**config.mk**
```make
export PLATFORM = sky130hd
export DESIGN_NAME = led_seg_out
export DESIGN_NICKNAME = d
export VERILOG_FILES = /design/src/rtl/led_seg_out_pkg.sv /design/src/rtl/led_seg_out_seg_hex_decode.sv /design/src/rtl/led_seg_out.sv
export SDC_FILE = /design/constraint.sdc
export NUM_CORES = 1
export LEC_CHECK = 0
export BUFFER_PORTS_ARGS = -buffer_cell sky130_fd_sc_hd__buf_4
export CORE_UTILIZATION = 30
export CTS_CLUSTER_SIZE = 20
export DETAILED_ROUTE_END_ITERATION = 10
export PLACE_DENSITY = 0.51
export SYNTH_ARGS = -nofsm -noshare
export SYNTH_HDL_FRONTEND = slang
export SYNTH_SLANG_ARGS = --single-unit
export TNS_END_PERCENT = 30
```
**constraint.sdc**
```tcl
create_clock -name ledclk -period 2.9 [get_ports ledclk]
set_input_delay 0.145 -clock ledclk [delete_from_list [all_inputs] [get_ports ledclk]]
set_output_delay 0.145 -clock ledclk [all_outputs]
set_load 0.01 [all_outputs]
```
**src/rtl/led_seg_out_pkg.sv**
```systemverilog
// Shared constants for the LED / 7-segment output peripheral: register
// addresses, the hex-to-segment table and the digit-enable mask.
package led_seg_out_pkg;

   localparam logic [1:0] LED_ADDR_LO   = 2'b00;
   localparam logic [1:0] LED_ADDR_FULL = 2'b01;
   localparam logic [1:0] LED_ADDR_HI   = 2'b10;
   localparam logic [1:0] SEG_ADDR_DISP = 2'b11;

   // Only the low four enables have digits behind them.
   localparam logic [7:0] SEG_EN_MASK = 8'h0F;

   // Segment codes {a,b,c,d,e,f,g,dp}, indexed by nibble value; dp is always 0.
   localparam logic [0:15][7:0] HEX_SEG = {
      8'hFC, 8'h60, 8'hDA, 8'hF2, 8'h66, 8'hB6, 8'hBE, 8'hE0,
      8'hFE, 8'hF6, 8'hEE, 8'h3E, 8'h9C, 8'h7A, 8'h9E, 8'h8E
   };

   typedef logic [1:0] digit_idx_t;

endpackage

```
**src/rtl/led_seg_out_seg_hex_decode.sv**
```systemverilog
// Combinational nibble to 7-segment code decoder, shared by display blocks.
module seg_hex_decode
   import led_seg_out_pkg::*;
(
   input  logic [3:0] nib_i,
   output logic [7:0] seg_o
);

   assign seg_o = HEX_SEG[nib_i];

endmodule

```
**src/rtl/led_seg_out.sv**
```systemverilog
// Memory-mapped LED and 4-digit 7-segment output block, clocked on the falling
// edge of ledclk. Optional build macro: SEG_LEADING_ZERO_BLANK_EN.
module led_seg_out
   import led_seg_out_pkg::*;
#(
   parameter int unsigned SCAN_DIV   = 100000,
   parameter int unsigned NUM_DIGITS = 4
) (
   input  logic        ledclk,
   input  logic        ledrst,
   input  logic        ledcs,
   input  logic        ledwrite,
   input  logic [1:0]  ledaddr,
   input  logic [15:0] ledwdata,
   output logic [15:0] led_out,
   output logic [7:0]  seg_en,
   output logic [7:0]  seg_out
);

   localparam int unsigned CNT_W = $clog2(SCAN_DIV);

   logic [15:0]      led_q,     led_d;
   logic [15:0]      disp_q,    disp_d;
   logic [CNT_W-1:0] cnt_q,     cnt_d;
   digit_idx_t       digit_q,   digit_d;
   logic [7:0]       seg_en_q,  seg_en_d;
   logic [7:0]       seg_out_q, seg_out_d;

   logic [3:0]       nibble;
   logic [7:0]       dec_seg;
   logic             blank;

   seg_hex_decode u_hex_decode (
      .nib_i (nibble),
      .seg_o (dec_seg)
   );

   // NOTE: every always_comb output gets a default first so no latch is inferred.
   always_comb begin
      led_d  = led_q;
      disp_d = disp_q;
      if (ledcs && ledwrite) begin
         case (ledaddr)
            LED_ADDR_LO:   led_d[7:0]  = ledwdata[7:0];
            LED_ADDR_HI:   led_d[15:8] = ledwdata[7:0];
            LED_ADDR_FULL: led_d       = ledwdata;
            SEG_ADDR_DISP: disp_d      = ledwdata;
            default:       led_d       = led_q;
         endcase
      end
   end

   always_comb begin
      cnt_d   = cnt_q + CNT_W'(1);
      digit_d = digit_q;
      if (cnt_q == CNT_W'(SCAN_DIV - 1)) begin
         cnt_d   = '0;
         digit_d = (digit_q == digit_idx_t'(NUM_DIGITS - 1)) ? '0 : digit_q + 2'd1;
      end
   end

   // Segments follow the digit being entered and the disp value before any write.
   always_comb begin
      nibble = 4'(disp_q >> {digit_d, 2'b00});
`ifdef SEG_LEADING_ZERO_BLANK_EN
      blank  = (digit_d != '0) && ((disp_q >> {digit_d, 2'b00}) == 16'h0000);
`else
      blank  = 1'b0;
`endif
      seg_out_d = blank ? 8'h00 : dec_seg;
      seg_en_d  = (8'h01 << digit_d) & SEG_EN_MASK;
   end

   // NOTE: sequential state uses non-blocking assignments only.
   always_ff @(negedge ledclk or posedge ledrst) begin
      if (ledrst) begin
         led_q     <= '0;
         disp_q    <= '0;
         cnt_q     <= '0;
         digit_q   <= '0;
         seg_en_q  <= 8'h01;
         seg_out_q <= HEX_SEG[0];
      end else begin
         led_q     <= led_d;
         disp_q    <= disp_d;
         cnt_q     <= cnt_d;
         digit_q   <= digit_d;
         seg_en_q  <= seg_en_d;
         seg_out_q <= seg_out_d;
      end
   end

   assign led_out = led_q;
   assign seg_en  = seg_en_q;
   assign seg_out = seg_out_q;

endmodule

```
==> run summary <==
Outcome = finished clean
Hold_buf cts = 0
Vias = 1982
DP Wirelength = 4210 um
Core region area = 9680 um^2
Cell taking the most area after synthesis = dfrtn_1
Clock Sinks = 62
Max VDD drop = 0.339 mV
Reg area = 1560 um^2
Port buffer count = 48
Syn_area_per_cell = 12.4 um^2
Synth area leaders = dfrtn_1, mux2_2, mux2i_1
CP endpoint kind = flop
Sequential element share of the synthesized area = 52.3%
Share of flip-flops with an asynchronous set or reset = 100%
Total GRT Usage = 12.2%
Global-route wire length before repair = 9470 um
Final #Nets = 352
Post-synth EDFFs = 0
Antenna Cells = 0
Netlist Area Pre-Place = 2980 um^2
Grt ovf = 0
RSZ-0062 raised after global routing = false
PnR worst setup slack = 0.207 ns
Synth top area share = 46.1%
Initial drt markers = 53
Worst min path class = reg -> reg
Via density = 4.35
Post-Place Worst Slack = 0.0596 ns
# setup viols final = 0
Crit Path Category = reg -> reg
Worst Skew = 0.0476 ns
Max cap viols = 0
Total length of routed wires = 5710 um
Fmax = 371 MHz
Pwr/cell area = 650 nW/um^2
H-tree depth = 3
Pre-antenna DRT Iters = 4
Syn Inst Count = 241
Root buffer cell = clkbuf_8
Placed Area = 3630 um^2
Post-route ant nets = 0
Yosys cell types = 36
Flop and latch count out of synthesis = 62
Area grow syn2layout = 31.1%
Vias in the first global route = 1957
RePlAce Congestion = 0.782
Max Fanout on Critical Path = 11
Setup TNS = 0 ns
CTS clk-pin slew, worst paths = 0.05 ns
Fin crit share = 92.9%
Starting Density = 30.8%
Fillers = 940
Wire length per cell = 12.5 um
Worst skew pair latency = 0.37 ns
Final cell count without fillers = 456
Crit path launch type = flop
Initial antenna violation count = 0
Die area = 10400 um^2
Synth warnings = 0
Worst path required time = 4.64 ns
Slew Limit Fails = 0
Largest net degree at the start of global routing = 63
Worst EP arrival = 4.44 ns
Synth Flop Type = dfrtn_1
Ports = 54
Placed Cells = 433
Max Root-Sink Buffers = 2
Design Area, Final = 3910 um^2
Util after Layout = 40.4%
Leak = 0.00188 uW
TritonCTS buffer count = 9
Hold Vio Cnt, Final = 0
Die extent in x = 102 um
CTS tree = done
DRC Markers = 0
Min cycle time layout = 2.69 ns
Area of the multi-input gates = 1330 um^2
Die height = 102 um
Share of layout cells above drive strength 1 = 39.6%
Number of cell rows = 36
==> placed cells by master (no fill, tap or decap), types with 2 or more instances in the layout <==
cell type,count
xnor2_1,7
o21ai_0,11
mux2i_1,23
a2bb2oi_1,2
xor2_1,7
ha_1,11
nand3_1,8
nand4_1,3
mux2_2,26
or3_1,2
clkbuf_8,9
dfstp_2,7
and4_4,2
mux2i_4,3
dfrtn_1,55
buf_12,2
buf_4,65
clkinvlp_4,2
nand2_1,16
a21oi_1,2
bufinv_16,2
conb_1,5
inv_1,16
nor2_1,17
==> area by class of cell <==
cell class | count | area share, %
Multi-Input combinational cell | 159 | 34.1
Tap cell | 133 | 4.25
Clock inverter | 12 | 2.62
Sequential cell | 62 | 39.9
Inverter | 11 | 1.47
Timing Repair Buffer | 68 | 13.8
Clock buffer | 11 | 3.90
==> sequential cells by signal, summed over array words and instances (netlist names) <==
register  flops
cnt_q        17
disp_q       16
digit_q       2
led_out      16
seg_out       7
seg_en        4
==> kinds of logic after synthesis <==
group / count (synthesis) / share of synthesized area [%]
DFF: 62 / 52.3
muxes: 53 / 20.3
and+or+nand+nor: 56 / 9.85
adders and majority gates: 12 / 5.03
other: 1 / 0.126
AOI/OAI and AO/OA: 19 / 3.86
xor gates and xnor gates: 14 / 4.11
buffers and inverters: 24 / 4.44
==> worst max-delay path, stage by stage (launching register included) <==
cell     delay, ns
dfrtn_1       0.43
ha_1          0.18
and4_4        0.23
and4_4        0.26
mux2i_1       0.24
buf_6         0.20
mux2i_1       0.20
mux2i_1       0.11
buf_4         0.17
ha_1          0.24
mux2_2        0.27
a21oi_1       0.14
==> final timing paths <==
kind | from | to | slack (ns) | depth (start not counted)
hold reg to reg | led_out[12] | led_out[12] | 0.44 | 2
hold / removal | led_out[12] | led_out[12] | 0.44 | 2
min in group asynchronous | ledrst | cnt_q[11] | 1.24 | 3
setup / recovery | cnt_q[1] | seg_out[2] | 0.21 | 11
setup reg to reg | cnt_q[1] | seg_out[2] | 0.21 | 11
max in group asynchronous | ledrst | seg_out[5] | 1.29 | 3
==> timing repair <==
item,4_1_cts,5_1_grt
endpoints found under the setup margin,0,6
setup buffers,0,1
gates resized for setup,0,3
==> power breakdown <==
group	leakage, uW	switching [uW]	internal (uW)
logic	0.000975	249	305
registers	0.000764	63.8	1030
clock network	0.000146	351	544
total	0.00188	664	1880
==> cells in the mapped netlist (all sizes together) (3+ instances only) <==
cell type  number
ha             12
o21ai          11
dfrtn          55
inv            12
xor2            7
nand3           8
buf             9
mux2           27
dfstp           7
nor2           17
mux2i          26
xnor2           7
nand2          16
clkbuf          3
nand4           3
==> routing by layer <==
| metal | vias to the layer above | wire (um) | track usage (%) |
|---|---|---|---|
| li1 | 975 | - | - |
| met1 | 955 | 2680 | 16.0 |
| met2 | 48 | 2600 | 18.3 |
| met3 | 4 | 366 | 4.69 |
| met4 | 0 | 62 | 4.35 |
| met5 | - | 0 | 0 |
==> per-stage QoR <==
| step | power [uW] | hold slack [ns] |
|---|---|---|
| CTS | 2590 | 0.444 |
| finish | 2540 | 0.437 |
| detailed placement | 1690 | 0.432 |
| global route | 2700 | 0.448 |
| global placement | 1690 | 0.433 |
| floorplan | 1450 | 0.379 |
(Power assumes the default switching activity.)
